File: src/rtl/string_accel_pkg.sv
// Shared types and constants for the Avalon-MM string accelerator.
// Optional IRQ output is enabled by defining STRING_ACCEL_IRQ_EN.
package string_accel_pkg;

    typedef enum logic [2:0] {
        OP_COPY    = 3'd0,
        OP_UPPER   = 3'd1,
        OP_CMP     = 3'd2,
        OP_FIND    = 3'd3,
        OP_REVERSE = 3'd4
    } op_t;

    typedef enum logic [1:0] {
        ST_IDLE = 2'd0,
        ST_RUN  = 2'd1,
        ST_FIN  = 2'd2
    } state_t;

    localparam logic [1:0] REGION_A   = 2'b00;
    localparam logic [1:0] REGION_B   = 2'b01;
    localparam logic [1:0] REGION_R   = 2'b10;
    localparam logic [1:0] REGION_CSR = 2'b11;

    localparam int CSR_CTRL   = 0;
    localparam int CSR_STATUS = 1;
    localparam int CSR_SCALAR = 2;

    localparam int CTRL_GO         = 0;
    localparam int CTRL_OP_LSB     = 1;
    localparam int CTRL_IRQ_EN     = 4;
    localparam int CTRL_INDEX_LSB  = 8;
    localparam int CTRL_LENGTH_LSB = 16;

    localparam int STAT_BUSY = 0;
    localparam int STAT_DONE = 1;
    localparam int STAT_ERR  = 2;

    localparam logic [31:0] NOT_FOUND = 32'hFFFF_FFFF;

    function automatic logic [7:0] to_upper(input logic [7:0] c);
        return (c >= 8'h61 && c <= 8'h7A) ? (c - 8'h20) : c;
    endfunction

endpackage

File: src/rtl/string_accel_core.sv
// Byte-serial engine: FSM, byte counter, result buffer R and SCALAR.
// Reads A/B one byte per cycle through combinational address/data ports.
module string_accel_core
    import string_accel_pkg::*;
#(
    parameter int MAX_LEN = 16,
    localparam int IDX_W  = $clog2(MAX_LEN)
) (
    input  logic                   clk,
    input  logic                   reset,
    input  logic                   start_i,
    input  logic [2:0]             op_i,
    input  logic [7:0]             index_i,
    input  logic [7:0]             length_i,
    input  logic                   clr_done_i,
    input  logic                   clr_err_i,
    output logic [IDX_W-1:0]       a_addr_o,
    output logic [IDX_W-1:0]       b_addr_o,
    input  logic [7:0]             a_byte_i,
    input  logic [7:0]             b_byte_i,
    output logic                   busy_o,
    output logic                   done_o,
    output logic                   done_d_o,
    output logic                   err_o,
    output logic [8*MAX_LEN-1:0]   r_o,
    output logic [31:0]            scalar_o
);

    state_t      state_q;
    op_t         op_q;
    logic [7:0]  index_q, len_q, k_q;
    logic [31:0] scalar_q;
    logic [7:0]  r_q [MAX_LEN];
    logic        done_q, done_d, err_q, err_d;

    logic [8:0]  range_sum;
    logic        bad_req;
    logic [7:0]  a_off;
    logic [8:0]  a_pos;
    logic        last, stop;

    assign range_sum = {1'b0, index_i} + {1'b0, length_i};
    assign bad_req   = (range_sum > 9'(MAX_LEN)) || (op_i > 3'd4);

    // REVERSE walks A from the far end of the substring
    assign a_off    = (op_q == OP_REVERSE) ? (len_q - 8'd1 - k_q) : k_q;
    assign a_pos    = {1'b0, index_q} + {1'b0, a_off};
    assign a_addr_o = a_pos[IDX_W-1:0];
    assign b_addr_o = (op_q == OP_FIND) ? '0 : k_q[IDX_W-1:0];

    assign last = (k_q == len_q - 8'd1);
    assign stop = last
               || (op_q == OP_CMP  && a_byte_i != b_byte_i)
               || (op_q == OP_FIND && a_byte_i == b_byte_i);

    always_comb begin
        done_d = done_q;
        err_d  = err_q;
        if (clr_done_i) done_d = 1'b0;
        if (clr_err_i)  err_d  = 1'b0;
        if (state_q == ST_IDLE && start_i) begin
            done_d = 1'b0;
            err_d  = bad_req;
        end
        if (state_q == ST_FIN) done_d = 1'b1;
    end

    always_ff @(posedge clk or posedge reset) begin
        if (reset) begin
            state_q  <= ST_IDLE;
            op_q     <= OP_COPY;
            index_q  <= '0;
            len_q    <= '0;
            k_q      <= '0;
            scalar_q <= '0;
            done_q   <= 1'b0;
            err_q    <= 1'b0;
            for (int i = 0; i < MAX_LEN; i++) r_q[i] <= '0;
        end else begin
            done_q <= done_d;
            err_q  <= err_d;
            case (state_q)
                ST_IDLE: begin
                    if (start_i) begin
                        for (int i = 0; i < MAX_LEN; i++) r_q[i] <= '0;
                        scalar_q <= (!bad_req && length_i == 8'd0 && op_i == OP_FIND)
                                    ? NOT_FOUND : 32'd0;
                        op_q     <= op_t'(op_i);
                        index_q  <= index_i;
                        len_q    <= length_i;
                        k_q      <= '0;
                        state_q  <= (bad_req || length_i == 8'd0) ? ST_FIN : ST_RUN;
                    end
                end
                ST_RUN: begin
                    case (op_q)
                        OP_COPY, OP_REVERSE: r_q[k_q[IDX_W-1:0]] <= a_byte_i;
                        OP_UPPER:            r_q[k_q[IDX_W-1:0]] <= to_upper(a_byte_i);
                        OP_CMP: begin
                            if (a_byte_i != b_byte_i)
                                scalar_q <= (a_byte_i > b_byte_i) ? 32'd1 : NOT_FOUND;
                        end
                        OP_FIND: begin
                            if (a_byte_i == b_byte_i) scalar_q <= 32'(a_pos);
                            else if (last)            scalar_q <= NOT_FOUND;
                        end
                        default: ;
                    endcase
                    k_q     <= k_q + 8'd1;
                    state_q <= stop ? ST_FIN : ST_RUN;
                end
                ST_FIN:  state_q <= ST_IDLE;
                default: state_q <= ST_IDLE;
            endcase
        end
    end

    for (genvar gi = 0; gi < MAX_LEN; gi++) begin : g_r_flat
        assign r_o[8*gi +: 8] = r_q[gi];
    end

    assign busy_o   = (state_q != ST_IDLE);
    assign done_o   = done_q;
    assign done_d_o = done_d;
    assign err_o    = err_q;
    assign scalar_o = scalar_q;

endmodule

File: src/rtl/string_accel_avmm.sv
// Avalon-MM slave top: address decode, A/B word buffers, CSRs, readdata.
// Define STRING_ACCEL_IRQ_EN to add the irq output and the CTRL irq_en bit.
module string_accel_avmm
    import string_accel_pkg::*;
#(
    parameter int MAX_LEN = 16,
    localparam int W      = MAX_LEN / 4,
    localparam int ADDR_W = $clog2(W) + 2
) (
    input  logic              clk,
    input  logic              reset,
    input  logic              chipselect,
    input  logic              read,
    input  logic              write,
    input  logic [ADDR_W-1:0] address,
    input  logic [31:0]       writedata,
    output logic [31:0]       readdata
`ifdef STRING_ACCEL_IRQ_EN
    ,
    output logic              irq
`endif
);

    localparam int WORD_W = ADDR_W - 2;
    localparam int IDX_W  = $clog2(MAX_LEN);

    logic [31:0]        a_q [W];
    logic [31:0]        b_q [W];
    logic [2:0]         ctrl_op_q;
    logic [7:0]         ctrl_index_q, ctrl_len_q;
    logic [31:0]        readdata_q, rd_word;
    logic               irq_en_bit;

    logic [1:0]         region;
    logic [WORD_W-1:0]  word;
    logic               wr_sel, rd_sel, csr_wr, ctrl_wr, start, clr_done, clr_err;

    logic [IDX_W-1:0]   a_addr, b_addr;
    logic [7:0]         a_byte, b_byte;
    logic               busy, done, done_d, err;
    logic [8*MAX_LEN-1:0] r_flat;
    logic [31:0]        scalar;

    assign region   = address[ADDR_W-1 -: 2];
    assign word     = address[WORD_W-1:0];
    assign wr_sel   = chipselect && write;
    assign rd_sel   = chipselect && read && !write;
    assign csr_wr   = wr_sel && region == REGION_CSR;
    assign ctrl_wr  = csr_wr && word == WORD_W'(CSR_CTRL) && !busy;
    assign start    = ctrl_wr && writedata[CTRL_GO];
    // STATUS clears are honoured even while the engine is busy
    assign clr_done = csr_wr && word == WORD_W'(CSR_STATUS) && writedata[STAT_DONE];
    assign clr_err  = csr_wr && word == WORD_W'(CSR_STATUS) && writedata[STAT_ERR];

    assign a_byte = a_q[a_addr[IDX_W-1:2]][{a_addr[1:0], 3'b000} +: 8];
    assign b_byte = b_q[b_addr[IDX_W-1:2]][{b_addr[1:0], 3'b000} +: 8];

    string_accel_core #(.MAX_LEN(MAX_LEN)) u_core (
        .clk        (clk),
        .reset      (reset),
        .start_i    (start),
        .op_i       (writedata[CTRL_OP_LSB +: 3]),
        .index_i    (writedata[CTRL_INDEX_LSB +: 8]),
        .length_i   (writedata[CTRL_LENGTH_LSB +: 8]),
        .clr_done_i (clr_done),
        .clr_err_i  (clr_err),
        .a_addr_o   (a_addr),
        .b_addr_o   (b_addr),
        .a_byte_i   (a_byte),
        .b_byte_i   (b_byte),
        .busy_o     (busy),
        .done_o     (done),
        .done_d_o   (done_d),
        .err_o      (err),
        .r_o        (r_flat),
        .scalar_o   (scalar)
    );

`ifdef STRING_ACCEL_IRQ_EN
    logic irq_en_q, irq_en_d, irq_q;
    assign irq_en_d   = ctrl_wr ? writedata[CTRL_IRQ_EN] : irq_en_q;
    assign irq_en_bit = irq_en_q;
    assign irq        = irq_q;

    // Built from next-state values so irq rises in the same cycle as done
    always_ff @(posedge clk or posedge reset) begin
        if (reset) begin
            irq_en_q <= 1'b0;
            irq_q    <= 1'b0;
        end else begin
            irq_en_q <= irq_en_d;
            irq_q    <= done_d && irq_en_d;
        end
    end
`else
    assign irq_en_bit = 1'b0;
`endif

    always_comb begin
        rd_word = '0;
        case (region)
            REGION_A: rd_word = a_q[word];
            REGION_B: rd_word = b_q[word];
            REGION_R: rd_word = r_flat[32*word +: 32];
            default: begin
                if (word == WORD_W'(CSR_CTRL))
                    rd_word = {8'h00, ctrl_len_q, ctrl_index_q, 3'b000, irq_en_bit, ctrl_op_q, 1'b0};
                else if (word == WORD_W'(CSR_STATUS))
                    rd_word = {29'd0, err, done, busy};
                else if (word == WORD_W'(CSR_SCALAR))
                    rd_word = scalar;
            end
        endcase
    end

    always_ff @(posedge clk or posedge reset) begin
        if (reset) begin
            for (int i = 0; i < W; i++) begin
                a_q[i] <= '0;
                b_q[i] <= '0;
            end
            ctrl_op_q    <= '0;
            ctrl_index_q <= '0;
            ctrl_len_q   <= '0;
            readdata_q   <= '0;
        end else begin
            if (wr_sel && !busy && region == REGION_A) a_q[word] <= writedata;
            if (wr_sel && !busy && region == REGION_B) b_q[word] <= writedata;
            if (ctrl_wr) begin
                ctrl_op_q    <= writedata[CTRL_OP_LSB +: 3];
                ctrl_index_q <= writedata[CTRL_INDEX_LSB +: 8];
                ctrl_len_q   <= writedata[CTRL_LENGTH_LSB +: 8];
            end
            if (rd_sel) readdata_q <= rd_word;
        end
    end

    assign readdata = readdata_q;

endmodule

File: config.mk
export PLATFORM = sky130hd
export DESIGN_NAME = string_accel_avmm
export DESIGN_NICKNAME = d
export VERILOG_FILES = /design/src/rtl/string_accel_pkg.sv /design/src/rtl/string_accel_core.sv /design/src/rtl/string_accel_avmm.sv
export SDC_FILE = /design/constraint.sdc
export NUM_CORES = 1
export LEC_CHECK = 0
export BUFFER_PORTS_ARGS = -buffer_cell sky130_fd_sc_hd__buf_2
export CORE_UTILIZATION = 40
export DETAILED_ROUTE_END_ITERATION = 8
export PLACE_DENSITY = 0.52
export SLEW_MARGIN = 20
export SYNTH_ARGS = -nofsm -noshare
export SYNTH_HDL_FRONTEND = slang
export SYNTH_HIERARCHICAL = 1
export SYNTH_SLANG_ARGS = --single-unit
File: constraint.sdc
create_clock -name clk -period 19.3 [get_ports clk]
set_input_delay 3.86 -clock clk [delete_from_list [all_inputs] [get_ports clk]]
set_output_delay 3.86 -clock clk [all_outputs]
set_load 0.01 [all_outputs]
# Word-level counts from Yosys, hierarchy flattened

Index checks and enable logic that the tools add are counted.

Mux-type cells: 49
Shift-type cells: 3
Add/sub/neg operators: 6
Order comparisons: 11
Eq/ne operators: 20
Bitwise logic cells: 4
Reductions and logical operators: 42

Operators by type and width:

| cell                                                                                 | count |
|---|---|
| 32-bit two-way mux                                                                   | 18 |
| 128-bit bitwise mux                                                                  | 4 |
| 128-bit case mux with 2 select lines                                                 | 2 |
| 32-bit binary-select mux with 2-bit select                                           | 4 |
| 128-bit two-way mux                                                                  | 1 |
| 32-bit case mux with 2 select lines                                                  | 2 |
| 128-bit by 8-bit variable part select with 32-bit output                             | 1 |
| 32-bit case mux with 3 select lines                                                  | 1 |
| 32-bit demux with 2-bit select                                                       | 1 |
| 32-bit by 6-bit variable part select with 8-bit output                               | 2 |
| 8-bit demux with 4-bit select                                                        | 1 |
| 8-bit two-way mux                                                                    | 4 |
| 1-bit logical AND                                                                    | 21 |
| 8-bit by 8-bit adder with 9-bit output                                               | 2 |
| 8-bit == test                                                                        | 2 |
| 8-bit case mux with 2 select lines                                                   | 1 |
| 3-bit by 2-bit == test with 1-bit output (second input constant)                     | 3 |
| 3-bit greater-or-equal comparator (second input constant)                            | 3 |
| 9-bit by 5-bit greater-than comparator with 1-bit output (second input constant)     | 1 |
| 2-bit inverter with 3-bit output                                                     | 3 |
| 8-bit by 1-bit adder with 8-bit output (second input constant)                       | 1 |
| 2-bit == test (second input constant)                                                | 4 |
| 8-bit by 7-bit greater-or-equal comparator with 1-bit output (second input constant) | 1 |
| 8-bit greater-than comparator                                                        | 1 |
| 32 further kinds                                                                     | 51 |

Register bits: 498
Output and inout bits: 32
Logic and storage cells: 171
Bits of input ports: 41

# Depth between registers and ports, before layout

Depth after elaboration: 15
Depth in mapped cells: 25
Depth with buffers taken out: 21

# By module

The synthesis kept the hierarchy.

Modules (own cells, without submodules):

| module            | area each (µm²) | cells each | instances | seq. area each (µm²) |
|---|---|---|---|---|
| string_accel_avmm | 16931.2         | 1150       | 1         | 7682.4 |
| string_accel_core | 8409.3          | 871        | 1         | 4229.1 |

# Worst setup path after synthesis

No wires, ideal clock.

Kind: input -> register
Start: input port address[0]
End: register u_core.r_q (netlist bit u_core/r_o[100])
Setup slack: 13.230 ns
Stages on the path: 12
Path buffers: 4
Arrival: 5.949 ns
Cells stage by stage: buf_6 -> buf_6 -> nor2_1 -> nand4_1 -> buf_2 -> nor2_1 -> nor2b_1 -> a21oi_1 -> nor2_1 -> clkbuf_1 -> nand2_1 -> a22o_1

Word-level cells in the longest chain between the ends: 6

RTL lines:

| element                                            | RTL line                | source |
|---|---|---|
| start, declared                                    | string_accel_avmm.sv:15 | `input logic [ADDR_W-1:0] address,` |
| 2-bit zero test                                    | string_accel_avmm.sv:49 | `assign ctrl_wr = csr_wr && word == WORD_W'(CSR_CTRL) && !busy;` |
| 1-bit logical AND (2 in a row)                     | string_accel_avmm.sv:49 |  |
| 1-bit logical AND                                  | string_accel_avmm.sv:50 | `assign start = ctrl_wr && writedata[CTRL_GO];` |
| via start                                          | string_accel_avmm.sv:36 | `logic wr_sel, rd_sel, csr_wr, ctrl_wr, start, clr_done, clr_err;` |
| 2-bit by 1-bit != test with 1-bit output (no line) | n/a                     |  |
| 3-bit AND reduction (no line)                      | n/a                     |  |
| end signal, assigned by index                      | string_accel_core.sv:97 | `OP_COPY, OP_REVERSE: r_q[k_q[IDX_W-1:0]] <= a_byte_i;` |
| end signal, assigned by index                      | string_accel_core.sv:98 | `OP_UPPER: r_q[k_q[IDX_W-1:0]] <= to_upper(a_byte_i);` |
| end, declared                                      | string_accel_core.sv:33 | `logic [7:0] r_q [MAX_LEN];` |

The timed path passes the listed nets, and every way through them passes these cells.
A chain may end at the register's enable or synchronous reset.

# Worst setup path in the final report

Start: register u_core.k_q[2]
End: register u_core.scalar_q[7], in the netlist u_core/scalar_o[7]

Word-level cells in the longest chain between the ends: 13

RTL lines:

| element                                                    | RTL line                 | source |
|---|---|---|
| start, declared                                            | string_accel_core.sv:31  | `logic [7:0] index_q, len_q, k_q;` |
| start signal, assigned                                     | string_accel_core.sv:109 | `k_q <= k_q + 8'd1;` |
| 8-bit subtractor                                           | string_accel_core.sv:46  | `assign a_off = (op_q == OP_REVERSE) ? (len_q - 8'd1 - k_q) : k_q;` |
| 8-bit two-way mux (*)                                      | string_accel_core.sv:46  |  |
| 8-bit by 8-bit adder with 9-bit output (*)                 | string_accel_core.sv:47  | `assign a_pos = {1'b0, index_q} + {1'b0, a_off};` |
| via a_addr[2]                                              | string_accel_avmm.sv:38  | `logic [IDX_W-1:0] a_addr, b_addr;` |
| 2-bit inverter with 3-bit output (implied by the code) (*) | string_accel_avmm.sv:55  | `assign a_byte = a_q[a_addr[IDX_W-1:2]][{a_addr[1:0], 3'b000} +: 8];` |
| 32-bit binary-select mux with 2-bit select (*)             | string_accel_avmm.sv:55  |  |
| 32-bit two-way mux (implied by the code) (*) (2 in a row)  | string_accel_avmm.sv:55  |  |
| 32-bit by 6-bit variable part select with 8-bit output (*) | string_accel_avmm.sv:55  |  |
| via a_byte[0]                                              | string_accel_avmm.sv:39  | `logic [7:0] a_byte, b_byte;` |
| 8-bit greater-than comparator                              | string_accel_core.sv:101 | `scalar_q <= (a_byte_i > b_byte_i) ? 32'd1 : NOT_FOUND;` |
| 32-bit two-way mux                                         | string_accel_core.sv:101 |  |
| 32-bit two-way mux                                         | string_accel_core.sv:100 | `if (a_byte_i != b_byte_i)` |
| 32-bit case mux with 2 select lines                        | string_accel_core.sv:96  | `case (op_q)` |
| 32-bit case mux with 2 select lines                        | string_accel_core.sv:82  | `case (state_q)` |
| end signal, assigned                                       | string_accel_core.sv:86  | `scalar_q <= (!bad_req && length_i == 8'd0 && op_i == OP_FIND)` |
| end signal, assigned                                       | string_accel_core.sv:101 |  |
| end signal, assigned                                       | string_accel_core.sv:104 | `if (a_byte_i == b_byte_i) scalar_q <= 32'(a_pos);` |
| end, declared                                              | string_accel_core.sv:32  | `logic [31:0] scalar_q;` |

The timed path passes the listed nets; every way through them passes the cells marked *. The select of a mux whose other input is x is not followed.

==> impl_metrics.ini <==
[routing]
dr_wl_met3_um = 5242
drt_iter0_markers = 1557
first_pass_iters = 7
drt-met1-wl_um = 36740
wl_met2_um = 37220
num_vias = 17410
route.detailed.drc = 0
via_per_inst = 5.981
top_layer = met5
totalWireLength_um = 82180
post_drt_wl_per_cell_um = 28.24
ant_nets = 0

[min_path]
min_from = u_core/r_o[78]
hp-class = reg -> reg
hold_end = u_core/r_o[78]
min_path_cells = 2

[clock_network]
clockBufferDepth = 3
post_cts_buffers = 0
cts_root_buf = clkbuf_16
cts_hold_buf = 0
clkLatencyLatePin_ps = 620
cts_buffers = 54
cts-resized-gates = 0
cts-htree-levels = 2
cts_sinks = 476
cts_tree = done
clk_pin_slew_ps = 60

[synthesis]
yosys_register_bits = 476
synth_nets = 2102
yosysTopAreaCell = dfrtp_1
yosysSeqAreaShare = 0.4701
synthFlopType = dfrtp_1
synth.yosys.warnings = 6
syn_inst = 2021
yosysMostFrequentCell = dfrtp_1
synthDistinctLibCells = 74
synth_area_mm2 = 0.02534
async_flop_share = 1.000
synth_edf_count = 0
synth_top_area_frac = 0.4701
syn-mean-instance-area_um2 = 12.54
synth_commonest_cells = dfrtp_1 (476), mux2_2 (269), nand2_1 (215)
synth.area.top_cells = dfrtp_1 (47%), mux4_2 (12%), mux2_2 (12%)

[worst_setup_path]
cp-end-kind = flip-flop
r2r_cells = 19
path_class = reg -> reg
required_ps = 19770
r2r_slack_ps = 12290
reg2reg_to = u_core/scalar_o[7]
critPathMaxFanout = 33
r2r_start = u_core/k_q[2]
critPathArrivalTime_ps = 7480
start_kind = flip-flop

[placement]
placedCellCount = 2809
post-place-ws_ps = 12040
port_buffers = 72
dp_hpwl_um = 55560
place.gp.congestion = 0.8762

[global_routing]
grt.total_usage = 0.2596
grt_pass1_vias = 17550
antenna_found_initial = 4
grt_pass1_wl_um = 121300
grt_max_degree = 116
grt_overflow_total = 0

[run_status]
status = complete, no violations

[sta]
hold_ws_ps = 478.5
worstMarginPinSlew_ps = 1032
rsz0062_at_grt = false
setup_viol = 0
min_period_over_period = 0.3634
setup_tns_ps = 0
setup_ws_ps = 12290
fin_skew_ps = 22.89
slew_headroom = 0.3096
slew_violations = 0
fin_crit_ps = 7014
fmax_mhz = 142.6
hold_viol = 0

[final_layout]
fin_nets = 2109
final_cells = 2910
final_util = 0.4515
nFillCells = 5711
synthToLayoutAreaGrowth_pct = 10.77
antenna_cells = 0
drive_gt1_frac = 0.3063

[floorplan]
dieArea_mm2 = 0.06436
core_mm2 = 0.06217
rows = 91
initial_core_util = 0.4076
boundaryPins = 73
die_h_um = 253.7
fp.dieW_um = 253.7

[power_and_ir_drop]
leakage_nw = 12.99
vdd_drop_max_mv = 0.06307
p_per_area_mw_per_mm2 = 79.83

[job]
cap_viol_max_count = 0
==> through the flow <==
step / cell area [um^2] / total power [W]
final: 28070 / 0.002241
after global routing: 28070 / 0.002317
after CTS: 28070 / 0.002264
after detailed placement: 26200 / 0.001175
after global placement: 26190 / 0.001173
after floorplan: 25340 / 0.001114
==> final cells by class <==
cell class,count,area [um^2],share of cell area
flip-flops and latches,476,11910,0.4243
clock inverters,27,339.1,0.01208
clock buffers,74,1528,0.05442
inverters,37,151.4,0.005393
multi-input cells,1347,12420,0.4423
well taps,837,1047,0.03731
repair buffers,112,676.9,0.02411
==> power by group <==
| part | switching [W] | internal, W |
|---|---|---|
| sequential | 0.0000146 | 0.00101 |
| clock | 0.000436 | 0.000648 |
| combinational | 0.0000898 | 0.0000401 |
==> cells by family (layout without fill, tap and decap cells) <==
kind of cell,count (synthesis),after routing,synth area share
AND/OR/NAND/NOR,428,428,0.07979
buffers and inverters,198,250,0.04320
XOR/XNOR,19,19,0.006567
adder cells (fa/ha/maj),40,40,0.02064
AO/OA/AOI/OAI,362,362,0.09421
flip-flops,476,476,0.4701
multiplexers,498,498,0.2855
==> cell usage in the layout (no fill, tap or decap), types with 9 or more instances in the layout <==
| master | instances |
|---|---|
| nand2b_1 | 13 |
| o221ai_1 | 10 |
| mux2_2 | 269 |
| nor3_1 | 27 |
| and3_1 | 14 |
| a21o_1 | 14 |
| clkinv_2 | 14 |
| nor2_1 | 60 |
| a31oi_1 | 22 |
| nand4_1 | 9 |
| ha_1 | 37 |
| clkbuf_1 | 11 |
| mux2i_1 | 70 |
| clkbuf_16 | 55 |
| nor2b_1 | 11 |
| o21ai_0 | 107 |
| or3_1 | 9 |
| inv_1 | 33 |
| mux4_1 | 13 |
| mux4_2 | 135 |
| xor2_1 | 9 |
| a22o_1 | 69 |
| o22ai_1 | 22 |
| nand2_1 | 215 |
| mux2_1 | 11 |
| buf_4 | 39 |
| dfrtp_1 | 476 |
| nand3_1 | 12 |
| buf_2 | 70 |
| a21oi_1 | 56 |
==> state kept, by name (all words and copies together) (netlist names), 2 cells and up <==
register,count
a_q,128
b_q,128
ctrl_index_q,8
ctrl_len_q,8
ctrl_op_q,3
readdata,32
u_core/index_q,8
u_core/k_q,8
u_core/len_q,8
u_core/op_q,3
u_core/r_o,128
u_core/scalar_o,10
u_core/state_q,2
==> critical path, cell delays in order, from the launching register on <==
cell and delay [ps]:
dfrtp_1 490, clkinv_1 370, ha_1 480, xor2_1 160
nor2_1 50, a21oi_1 260, ha_1 390, xor2_4 150
buf_4 630, mux4_2 650, mux4_2 520, inv_1 570
ha_1 400, nand4_1 90, or2_0 120, buf_4 170
o211ai_1 90, a31oi_1 750, or2_2 360, a31oi_1 110
==> metal layers <==
| metal | GRT usage | vias up |
|---|---|---|
| met5 | 0 | - |
| met4 | 0.09157 | 6 |
| met3 | 0.05603 | 132 |
| met2 | 0.3969 | 540 |
| met1 | 0.3638 | 9162 |
| li1 | - | 7565 |
==> worst max path at each step <==
stage / from / slack (ps) / end
4_1_cts: u_core/k_q[2] / 12310 / u_core/scalar_o[7]
3_3_place_gp: address[0] / 12090 / readdata[17]
3_5_place_dp: address[0] / 12040 / readdata[17]
2_1_floorplan: reset / 6950 / a_q[0]
5_1_grt: u_core/op_q[0] / 11800 / u_core/scalar_o[6]
6_report: u_core/k_q[2] / 12290 / u_core/scalar_o[7]
No activity file was read; power rests on OpenSTA's default activity.
